## src/rtl/adder_pkg.sv

```systemverilog
// Shared definitions for the adder result path: widths and the accumulator FSM states.
package adder_pkg;

    localparam int unsigned NIBBLE_W = 4;
    localparam int unsigned SAMPLE_W = NIBBLE_W + 1;

    typedef enum logic {
        ACCUM = 1'b0,
        HOLD  = 1'b1
    } acc_state_t;

endpackage

```

## src/rtl/adder_result_accumulator_if.sv

```systemverilog
// Sample-in / batch-out handshake bundle for the adder result accumulator.
interface adder_result_accumulator_if #(
    parameter int unsigned ACC_W = 8
);
    import adder_pkg::*;

    logic                in_valid;
    logic                in_ready;
    logic [NIBBLE_W-1:0] in_sum;
    logic                in_cout;
    logic                out_valid;
    logic                out_ready;
    logic [ACC_W-1:0]    out_acc;
    logic                out_ovf;

    modport master (
        output in_valid, in_sum, in_cout, out_ready,
        input  in_ready, out_valid, out_acc, out_ovf
    );

    modport slave (
        input  in_valid, in_sum, in_cout, out_ready,
        output in_ready, out_valid, out_acc, out_ovf
    );

endinterface

```

## src/rtl/acc_datapath.sv

```systemverilog
// Combinational ACC_W+1-bit adder: running total plus zero-extended sample, with carry out.
module acc_datapath
    import adder_pkg::*;
#(
    parameter int unsigned ACC_W = 8
) (
    input  logic [ACC_W-1:0]    acc_i,
    input  logic [SAMPLE_W-1:0] sample_i,
    output logic [ACC_W-1:0]    sum_o,
    output logic                carry_o
);

    logic [ACC_W:0] wide_sum;

    always_comb begin
        wide_sum = {1'b0, acc_i} + {{(ACC_W + 1 - SAMPLE_W){1'b0}}, sample_i};
        sum_o    = wide_sum[ACC_W-1:0];
        carry_o  = wide_sum[ACC_W];
    end

endmodule

```

## src/rtl/adder_result_accumulator.sv

```systemverilog
// Sums COUNT accepted adder results into an ACC_W-bit total with a sticky overflow flag,
// then holds the total on the output handshake until taken.
module adder_result_accumulator
    import adder_pkg::*;
#(
    parameter int unsigned ACC_W = 8,
    parameter int unsigned COUNT = 4
) (
    input  logic                       clk,
    input  logic                       rst,
    input  logic                       clear,
    adder_result_accumulator_if.slave  bus
);

    localparam int unsigned CntW = $clog2(COUNT + 1);

    acc_state_t       state_q, state_d;
    logic [ACC_W-1:0] acc_q, acc_d;
    logic             ovf_q, ovf_d;
    logic [CntW-1:0]  cnt_q, cnt_d;
    logic             in_ready_q, in_ready_d;
    logic             out_valid_q, out_valid_d;

    logic [ACC_W-1:0] sum;
    logic             carry;

    acc_datapath #(
        .ACC_W (ACC_W)
    ) u_acc_datapath (
        .acc_i    (acc_q),
        .sample_i ({bus.in_cout, bus.in_sum}),
        .sum_o    (sum),
        .carry_o  (carry)
    );

    always_comb begin
        state_d     = state_q;
        acc_d       = acc_q;
        ovf_d       = ovf_q;
        cnt_d       = cnt_q;
        in_ready_d  = in_ready_q;
        out_valid_d = out_valid_q;

        if (clear) begin
            // Abort wins over any offered sample or pending transfer.
            state_d     = ACCUM;
            acc_d       = '0;
            ovf_d       = 1'b0;
            cnt_d       = '0;
            in_ready_d  = 1'b1;
            out_valid_d = 1'b0;
        end else begin
            unique case (state_q)
                ACCUM: begin
                    if (bus.in_valid) begin
                        acc_d = sum;
                        ovf_d = ovf_q | carry;
                        if (cnt_q == CntW'(COUNT - 1)) begin
                            cnt_d       = '0;
                            state_d     = HOLD;
                            in_ready_d  = 1'b0;
                            out_valid_d = 1'b1;
                        end else begin
                            cnt_d = cnt_q + CntW'(1);
                        end
                    end
                end
                HOLD: begin
                    if (bus.out_ready) begin
                        acc_d       = '0;
                        ovf_d       = 1'b0;
                        state_d     = ACCUM;
                        in_ready_d  = 1'b1;
                        out_valid_d = 1'b0;
                    end
                end
                default: begin
                    state_d = ACCUM;
                end
            endcase
        end
    end

    always_ff @(posedge clk) begin
        if (rst) begin
            state_q     <= ACCUM;
            acc_q       <= '0;
            ovf_q       <= 1'b0;
            cnt_q       <= '0;
            in_ready_q  <= 1'b1;
            out_valid_q <= 1'b0;
        end else begin
            state_q     <= state_d;
            acc_q       <= acc_d;
            ovf_q       <= ovf_d;
            cnt_q       <= cnt_d;
            in_ready_q  <= in_ready_d;
            out_valid_q <= out_valid_d;
        end
    end

    assign bus.in_ready  = in_ready_q;
    assign bus.out_valid = out_valid_q;
    assign bus.out_acc   = acc_q;
    assign bus.out_ovf   = ovf_q;

endmodule

```

## src/flat_wrapper.sv

```systemverilog
// flat-port wrapper written by rule: the top's interface ports become plain ports
module adder_result_accumulator_flat import adder_pkg::*;
#(
    parameter int unsigned ACC_W = 8,
    parameter int unsigned COUNT = 4
)
  (clk, rst, clear, bus_in_valid, bus_in_sum, bus_in_cout, bus_out_ready, bus_in_ready, bus_out_valid, bus_out_acc, bus_out_ovf);
  adder_result_accumulator_if #(.ACC_W(ACC_W)) bus_i ();
  input  logic clk;
  input  logic rst;
  input  logic clear;
  input wire logic [$bits(bus_i.in_valid)-1:0] bus_in_valid;
  input wire logic [$bits(bus_i.in_sum)-1:0] bus_in_sum;
  input wire logic [$bits(bus_i.in_cout)-1:0] bus_in_cout;
  input wire logic [$bits(bus_i.out_ready)-1:0] bus_out_ready;
  output wire logic [$bits(bus_i.in_ready)-1:0] bus_in_ready;
  output wire logic [$bits(bus_i.out_valid)-1:0] bus_out_valid;
  output wire logic [$bits(bus_i.out_acc)-1:0] bus_out_acc;
  output wire logic [$bits(bus_i.out_ovf)-1:0] bus_out_ovf;
  assign bus_i.in_valid = bus_in_valid;
  assign bus_i.in_sum = bus_in_sum;
  assign bus_i.in_cout = bus_in_cout;
  assign bus_i.out_ready = bus_out_ready;
  assign bus_in_ready = bus_i.in_ready;
  assign bus_out_valid = bus_i.out_valid;
  assign bus_out_acc = bus_i.out_acc;
  assign bus_out_ovf = bus_i.out_ovf;
  adder_result_accumulator #(.ACC_W(ACC_W), .COUNT(COUNT)) u_core (.clk(clk), .rst(rst), .clear(clear), .bus(bus_i));
endmodule
```

## config.mk

```make
export PLATFORM = sky130hd
export DESIGN_NAME = adder_result_accumulator_flat
export DESIGN_NICKNAME = d
export VERILOG_FILES = /design/src/rtl/adder_pkg.sv /design/src/rtl/adder_result_accumulator_if.sv /design/src/rtl/acc_datapath.sv /design/src/rtl/adder_result_accumulator.sv /design/src/flat_wrapper.sv
export SDC_FILE = /design/constraint.sdc
export NUM_CORES = 1
export LEC_CHECK = 0
export ABC_AREA = 0
export CAP_MARGIN = 0
export CORE_MARGIN = 4
export CORE_UTILIZATION = 50
export DETAILED_ROUTE_END_ITERATION = 12
export PLACE_DENSITY = 0.82
export RECOVER_POWER = 50
export SKIP_LAST_GASP = 1
export SYNTH_ARGS = -nofsm -noshare
export SYNTH_HDL_FRONTEND = slang
export SYNTH_SLANG_ARGS = --single-unit
```

## constraint.sdc

```tcl
create_clock -name clk -period 3.5 [get_ports clk]
set_input_delay 0.875 -clock clk [delete_from_list [all_inputs] [get_ports clk]]
set_output_delay 0.875 -clock clk [all_outputs]
set_load 0.01 [all_outputs]
```

==> results.cfg <==
[run]
drv_cap = 0

[worst_setup_path]
r2r_setup_slack_ps = 1610
worstPathMaxFanout = 3
critPathCaptureType = flip-flop
startpoint_type = input pin
rr_endpoint = u_core.bus.out_ovf
cp.arrival_ps = 2700
reg2reg_depth = 6
worstReg2RegStart = u_core.bus.out_acc[0]
setup.worst_path.class = in -> reg
worstPathRequired_ps = 3680

[yosys]
yosys.area_share.adder_pct = 11.88
syn_area_um2 = 800.8
ys_ff_latch = 15
synth_fp_nets = 105
synthCells = 88
synthArstFlopShare_pct = 0
synth.distinct_cells = 36
synth_edf_count = 0
synth_warnings = 0
syn_area_per_cell_um2 = 9.100
yosys.area_share.xor_xnor_pct = 1.094
yosys.area_share.simple_pct = 19.38
synthFlopType = dfxtp_1
yosysSeqAreaShare_pct = 37.50
synth_compound_area_share_pct = 26.09
synthMuxAreaShare_pct = 1.250
synth_top_family_by_area = compound AO/OA/AOI/OAI gates

[floorplanning]
dieHeight_um = 48.02
core-area_mm2 = 0.001506
die_x_um = 48.02
initial_core_util_pct = 53.16
dieArea_mm2 = 0.002306
rows = 14
ios = 21

[sta]
tns_ps = 0
rsz0062_at_grt = no
fin_crit_ps = 2517
tightest_slew_ps = 675.4
final_hold_viol_count = 0
finClkSkew_ps = 5.175
slew_violations = 0
setup_viol_count_final = 0
relSlewSlack_pct = 53.68
fmax_mhz = 397.3
post-route-period-util_pct = 71.92

[finish]
layout-drive-gt1-share_pct = 6.364
diodes = 0
area_growth_syn_to_layout_pct = 28.91
design_area_mm2 = 0.001032
fill_cells = 130
area.sequential_um2 = 300.3
final_cells = 126
multi_input_comb_area_um2 = 478.0
nets = 128

[pwr]
power.net_switching_mw = 0.08681
p_clk_share_pct = 30.4
p_int_mw = 0.2458
ir_drop_mv = 0.1950
switching_share_pct = 26.10
power.share.combinational_pct = 16.4
pwr-share-seq_pct = 53.2
p_leak_nw = 0.4209
power_density_mw_per_mm2 = 322.2

[cts]
cts_buffers = 3
clock_latency_ps = 280
cts_resized = 0
numClockSinks = 15
cts.htree.levels = 1
cts-root-buf = clkbuf_4
cts_hold_buffers = 0
cts_tree = built
cts_buffer_depth = 2
clk_pin_slew_worst_paths_ps = 90
post_cts_buffers = 0

[hold_path]
hold_path_class = reg -> reg
min_path_cells = 2
min_from = u_core.bus.in_ready
min_to = u_core.bus.in_ready

[placed_design]
place_congestion = 0.7616
placed_cells = 122
placed_cell_area_mm2 = 0.001006
port_buffers = 20
hpwl_mm = 1.349

[global_routing]
grt_pass1_wl_mm = 2.932
grt_pass1_vias = 679
grt_usage_pct = 18.06
grt_overflow = 0
grt_start_max_net_pins = 10
antenna_found_initial = 0

[drt]
drtAntennaViolNets = 0
dr.pass1.iters = 4
drc_errors = 0
wl_per_cell_um = 13.78
drt_iter0_drc = 12
vias_per_cell = 5.825
wl_mm = 1.736
vias = 734

[status]
status = completed
per-stage QoR:
stage | util (%) | setup WS [ps] | hold WS [ps] | total power, mW
6_report | 68.52 | 982.8 | 448.8 | 0.3326
5_1_grt | 68.52 | 914.0 | 484.9 | 0.3507
4_1_cts | 68.52 | 977.6 | 451.5 | 0.3356
3_5_place_dp | 66.78 | 682.1 | 434.2 | 0.2357
3_3_place_gp | 66.78 | 727.4 | 421.0 | 0.2337
2_1_floorplan | - | 1208 | 412.3 | 0.2133
worst max-delay path, cell delays in order:
cell and delay (ps):
clkdlybuf4s50_1 400, ha_1 210, fa_1 420, a211o_2 330
a21oi_1 230, nor2_1 80, o21a_1 170
kinds of logic after synthesis:
kind of cell,Yosys count
simple gates,30
fa+ha+maj,7
mux,1
flops,15
buf+inv,4
xor+xnor,1
compound gates,30
cell usage in the layout (no fill, tap or decap), types with 2 or more instances in the layout:
cell,n
o21a_1,3
nand2_1,8
a22oi_1,4
clkdlybuf4s50_1,15
inv_1,2
nor2b_1,2
dlygate4sd3_1,5
nor2_1,10
o211ai_1,5
dfxtp_1,15
clkbuf_4,3
a21oi_1,7
ha_1,6
worst max-delay path by stage:
| stage | endpoint | depth (start not counted) | from |
|---|---|---|---|
| detailed placement | u_core.bus.out_ovf | 7 | bus_in_sum[0] |
| floorplan | u_core.bus.out_ovf | 6 | bus_in_sum[0] |
| CTS | u_core.bus.out_ovf | 7 | bus_in_sum[0] |
| global route | u_core.bus.out_ovf | 7 | bus_in_sum[0] |
| global placement | u_core.bus.out_ovf | 7 | bus_in_sum[0] |
| finish | u_core.bus.out_ovf | 7 | bus_in_sum[0] |
power groups by stage:
| stage | sequential (mW) | clock [mW] | combinational, mW |
|---|---|---|---|
| 2_1_floorplan | 0.182 | 0 | 0.0317 |
| 3_3_place_gp | 0.181 | 0 | 0.0529 |
| 3_5_place_dp | 0.181 | 0 | 0.0547 |
| 4_1_cts | 0.177 | 0.103 | 0.0553 |
| 5_1_grt | 0.178 | 0.113 | 0.0604 |
| 6_report | 0.177 | 0.101 | 0.0546 |
routing by layer:
metal / wire, µm / vias up / global-route usage, %
met5: 0 / - / 0
met4: 17 / 0 / 6.452
met3: 71 / 4 / 3.383
met2: 888 / 19 / 32.45
met1: 759 / 345 / 21.03
li1: - / 366 / -
synthesized netlist by cell type, types with 2 or more instances:
master,number,area (µm²)
a22oi_1,4,30.03
nand2_1,8,30.03
o21a_1,3,22.52
dfxtp_1,15,300.3
inv_1,2,7.510
a21oi_1,7,35.03
ha_1,6,75.07
nor2_1,10,37.54
nor2b_1,2,12.51
o211ai_1,5,37.54
sequential cells by signal, summed over array words and instances (netlist names):
signal / cells
u_core.bus.out_valid: 1
u_core.cnt_q: 3
u_core.bus.out_acc: 8
u_core.state_q: 1
u_core.bus.in_ready: 1
u_core.bus.out_ovf: 1
final cells by class:
type | count | area share (%)
multi-input combinational | 69 | 46.30
sequential | 15 | 29.09
timing repair buffer | 20 | 19.39
clock buffer | 4 | 2.545
tap | 16 | 1.939
inverter | 2 | 0.7273
Note: power is estimated with default switching activity, not from simulation.
